===== src/rtl/parity_pkg.sv =====
// rtl/parity_pkg.sv - shared constants and parity mode encoding for the parity checker
package parity_pkg;

    localparam int DEFAULT_CNT_W = 8;

    typedef enum logic {
        PARITY_EVEN = 1'b0,
        PARITY_ODD  = 1'b1
    } parityMode_e;

endpackage


===== src/rtl/parity_err_counter.sv =====
// rtl/parity_err_counter.sv - saturating error-cycle counter
module parity_err_counter
    import parity_pkg::*;
#(
    parameter int CNT_W = DEFAULT_CNT_W
) (
    input  logic             clk,
    input  logic             rst_n,
    input  logic             incEn,
    output logic [CNT_W-1:0] count
);

    localparam logic [CNT_W-1:0] CNT_MAX = '1;

    // An unknown incEn takes the hold branch, so X never reaches the count.
    always_ff @(posedge clk or negedge rst_n) begin
        if (!rst_n) begin
            count <= '0;
        end else if (incEn && (count != CNT_MAX)) begin
            count <= count + 1'b1;
        end
    end

endmodule


===== config.mk =====
export PLATFORM = sky130hd
export DESIGN_NAME = parity_err_counter
export DESIGN_NICKNAME = d
export VERILOG_FILES = /design/src/rtl/parity_pkg.sv /design/src/rtl/parity_err_counter.sv
export SDC_FILE = /design/constraint.sdc
export NUM_CORES = 1
export LEC_CHECK = 0
export ABC_AREA = 1
export BUFFER_PORTS_ARGS = -buffer_cell sky130_fd_sc_hd__clkbuf_2
export CORE_AREA = 2 2 39 41
export CTS_CLUSTER_DIAMETER = 40
export CTS_CLUSTER_SIZE = 20
export DETAILED_ROUTE_END_ITERATION = 6
export DIE_AREA = 0 0 41 43
export HOLD_SLACK_MARGIN = 0.1
export SLEW_MARGIN = 25
export SYNTH_ARGS = -nofsm -noshare
export SYNTH_HDL_FRONTEND = slang
export SYNTH_SLANG_ARGS = --single-unit

===== constraint.sdc =====
create_clock -name clk -period 1.3 [get_ports clk]
set_input_delay 0.065 -clock clk [delete_from_list [all_inputs] [get_ports clk]]
set_output_delay 0.065 -clock clk [all_outputs]
set_load 0.005 [all_outputs]

* Yosys cells after proc, flatten, opt, wreduce, memory -nomap -nowiden *
Cells that the tools add are included.

storage, ports and cells
  RAM bits = 0
  register bits = 8
  input bits = 3
  ROM bits = 0
  output and inout port bits = 8
  latch bits = 0
  memories = 0
  logic and storage cells = 4

operators by class
  shifts and indexed selects = 0
  divide/modulo/power cells = 0
  $lt $le $gt $ge = 0
  muxes and demuxes = 0
  bitwise gates (word level) = 0
  multiply operators = 0
  reductions and logical operators = 1
  $add $sub $neg = 1
  equality and inequality tests = 1

operators with widths
  kind                 count
  $add 8x1->8 const B  1
  $ne 8x8->1 const B   1
  $logic_and 1x1->1    1

* Logic depth before layout (Yosys ltp) *
  depth in word-level cells = 2
  depth in mapped cells = 8
  depth with buffers taken out = 8

* Worst setup path before layout *
Ideal clock, no wire load.

  path kind = register to register
  from = register count[0]
  to = register count[4]
  stages on the path, launching flop included = 9
  clock period less this slack = 1.248 ns
  arrival = 1.131 ns
  path buffers = 0
  data required time = 1.184 ns
  slack = 0.052 ns
  library setup time = 0.116 ns
  cells stage by stage = dfrtp_1 > ha_1 > inv_1 > nor2_4 > nand2_4 > nand2_8 > inv_4 > nand2_1 > nand2_1

between the ends
  word-level cells in the longest chain between the ends = 2
  elaborated cells between the ends (all ways) = 3
  classes of those cells = 1 x add/sub; 1 x eq/ne; 1 x reduce/logical

RTL lines
  item                                                 RTL line                  RTL
  start, declared                                      parity_err_counter.sv:10  output logic [CNT_W-1:0] count
  start signal, assigned                               parity_err_counter.sv:20  count <= count + 1'b1;
  branches (longest 2 deep; another with $add 8x1->8)  n/a

Several ways; the timed one is not identified.
A chain may end at the register's enable or synchronous reset.

* Worst setup path after layout *
  from = register count[1]
  to = register count[0]

between the ends
  word-level cells in the longest chain between the ends = 2

RTL lines
  item               RTL line                  RTL
  $ne 8x8->1         parity_err_counter.sv:19  end else if (incEn && (count != CNT_MAX)) begin
  $logic_and 1x1->1  parity_err_counter.sv:19

No other way between the ends.

==> key figures <==
Outcome
  • Status: complete, no violations

Final layout
  • # fillers: 139
  • Top reg by flops: count
  • FF/Latch Area: about 200 um^2
  • Final nets: 85
  • Multi-input logic area: roughly 260 um^2
  • Most frequent cells in the layout: 27 x nand2_1, 10 x clkbuf_2, 8 x dfrtp_1, 6 x nor2_1, 5 x inv_1
  • Ant diodes: 0
  • Top Registers: count (8)
  • Fin area: roughly 600 um^2
  • Ratio of cells with drive above 1 in the final layout: 0.291
  • Commonest non-fill, non-tap cell in the layout: nand2_1
  • Area Growth Syn to Fin: 24.9%
  • Max FFs per register: 8

Synth
  • Synth top area share: 0.415
  • Synth Instances: 63
  • Mean Syn Cell Area: 7.67 um^2
  • Cell variety after synth: 18
  • YS warnings: 0
  • Mapped cell area: 483 um^2
  • Post-synth top area cell: dfrtp_1
  • Syn Nets: 67
  • Synth Register Bits: 8
  • Ranking of synthesized cells by area: dfrtp_1 41%, nand2_1 21%, nor2_1 4.7%, nor2_4 4.7%, nand2_8 4.1%
  • Sequential share of the synthesized area: 0.415

CTS
  • Worst skew pair latency: between 0.2 and 0.3 ns
  • Root Driver: clkbuf_4
  • H-tree depth: 1
  • CTS tree: yes
  • Clock Path Buffers: 2
  • CTS Buf Count: 3
  • Clock sink total: 8
  • Setup Fix Bufs, Post-CTS: 0
  • Clk pin slew, worst setup/hold paths: around 0.060 ns

Drt
  • Total Wirelength: around 930 um
  • Post-route DRC: 0
  • First drt pass iteration count: 4
  • Antenna Nets Post-Route: 0
  • Vias/cell: 4.48
  • Via count: 426
  • Routed WL per cell: roughly 9.8 um
  • Violation count after the first detailed-route iteration: 11

Power and ir drop
  • Total leakage power: 0.311 nW
  • Design Power: around 0.94 mW
  • Cell Pwr Density: 1560 mW/mm^2
  • Worst VDD drop: 0.000634 V

Placement
  • Placer Congestion: 0.781
  • Placed wire-length estimate: 733 um
  • Post-Place Cell Area: around 570 um^2
  • Port bufs: 10

Worst setup path
  • CP Data Arrival Time: 1.35 ns
  • Family with the most delay on the worst path: simple AND/OR/NAND/NOR gates
  • CP startpoint kind: register
  • Slowest CP cell: dfrtp_1
  • CP Max Fanout: 7
  • Setup CP Type: register to register
  • Max incr delay on CP: 0.38 ns
  • Req. time, crit path: 1.45 ns
  • CP most frequent cell: nand2_1
  • Buf/Inv on CP: 2
  • Worst Setup End Kind: register
  • Crit-path cells: ha_2 > inv_1 > nor2_4 > nand2_4 > nand2_8 > inv_4 > nand2_1 > nand2_1

Floorplan
  • Initial core utilization: 0.349
  • Core area: between 0.001 and 0.0015 mm^2
  • Die height: around 43 um
  • Num rows: 14
  • Die extent in x: 41 um
  • Io pins: 11
  • Die area: about 0.0018 mm^2

STA
  • Min Tclk post-route: 1.20 ns
  • Max-slew violations: 0
  • Unrepaired setup endpoints after global routing: no
  • Final Hold Violating Endpoints: 0
  • Slew margin rel.: 0.847
  • FMAX: 830 MHz
  • Slew @ Worst Pin: 0.229 ns
  • Final setup viols: 0
  • Part of the cycle the worst path needs: 0.927
  • Final Skew: between 0.003 and 0.004 ns
  • Setup TNS: 0 ns

Global route
  • GRT Total Usage: 0.135
  • Grt ovf: 0
  • First-pass GRT wire length: 1.57 mm
  • Number of global-route vias before repair: 377
  • Antenna violations before repair: 0
  • Largest net degree at the start of global routing: 9

Flow run
  • Max Cap Viol: 0

Worst hold path
  • Hold crit path type: input pin to register
==> metrics by stage <==
stage | setup slack, ns | hold WS, ns | std cells | util
floorplan | 0.0524 | -0.231 | 63 | -
global placement | 0.0786 | -0.0700 | 91 | 0.410
finish | 0.0951 | 0.172 | 95 | 0.436
detailed placement | 0.0983 | -0.0698 | 91 | 0.410
CTS | 0.0884 | 0.172 | 95 | 0.434
global route | 0.00295 | 0.202 | 95 | 0.436
==> power by group <==
| group | internal (mW) | switching [mW] | total (mW) |
|---|---|---|---|
| registers | 0.322 | 0.104 | 0.425 |
| logic | 0.152 | 0.169 | 0.321 |
| clock network | 0.106 | 0.0906 | 0.197 |
==> Yosys cell counts, drive strengths merged <==
cell   instances
a21oi          1
dfrtp          8
ha             1
inv            6
nand2         30
nand3          3
nor2           9
nor3           1
nor3b          1
o21ai          1
xnor2          1
xor2           1
==> area by class of cell <==
| type | count | share of cell area |
|---|---|---|
| flip-flops and latches | 8 | 0.332 |
| clock buffers | 3 | 0.0373 |
| inverters | 6 | 0.0415 |
| multi-input cells | 49 | 0.432 |
| repair buffers | 13 | 0.124 |
| well taps | 16 | 0.0332 |
==> path summary, 6_finish.rpt <==
path | from | to | slack, ns | cells after the start
max | count[1] | count[0] | 0.1 | 8
min | incEn | count[2] | 0.17 | 3
max reg2reg | count[1] | count[0] | 0.1 | 8
min reg2reg | count[1] | count[1] | 0.54 | 2
max in group asynchronous | rst_n | count[6] | 0.91 | 2
min in group asynchronous | rst_n | count[3] | 0.20 | 2
==> kinds of logic after synthesis <==
kind of cell / Yosys count / synth area share
adder cells (fa/ha/maj): 1 / 0.0259
XOR/XNOR: 2 / 0.0363
AO/OA/AOI/OAI: 2 / 0.0207
buffers and inverters: 6 / 0.0518
flip-flops: 8 / 0.415
AND/OR/NAND/NOR: 44 / 0.451
==> tightest hold or removal path, delay by kind of cell <==
| kind | cells | cell delay, ns |
|---|---|---|
| buffers and inverters | 1 | 0.14 |
| and+or+nand+nor | 1 | 0.11 |
| AOI/OAI and AO/OA | 1 | 0.07 |
==> per-layer routing <==
layer  vias up  part of all wire  GRT usage
li1        224                 -          -
met1       189              0.50      0.191
met2        13              0.43      0.178
met3         0             0.069     0.0314
met4         0                 0     0.0800
met5         -                 0          0
==> repair_timing <==
action	4_1_cts	5_1_grt
hold buffers	1	0
gates resized for setup	0	1
setup endpoints to repair	0	3
hold endpoints to repair	8	0
No activity file was read; power rests on OpenSTA's default activity.
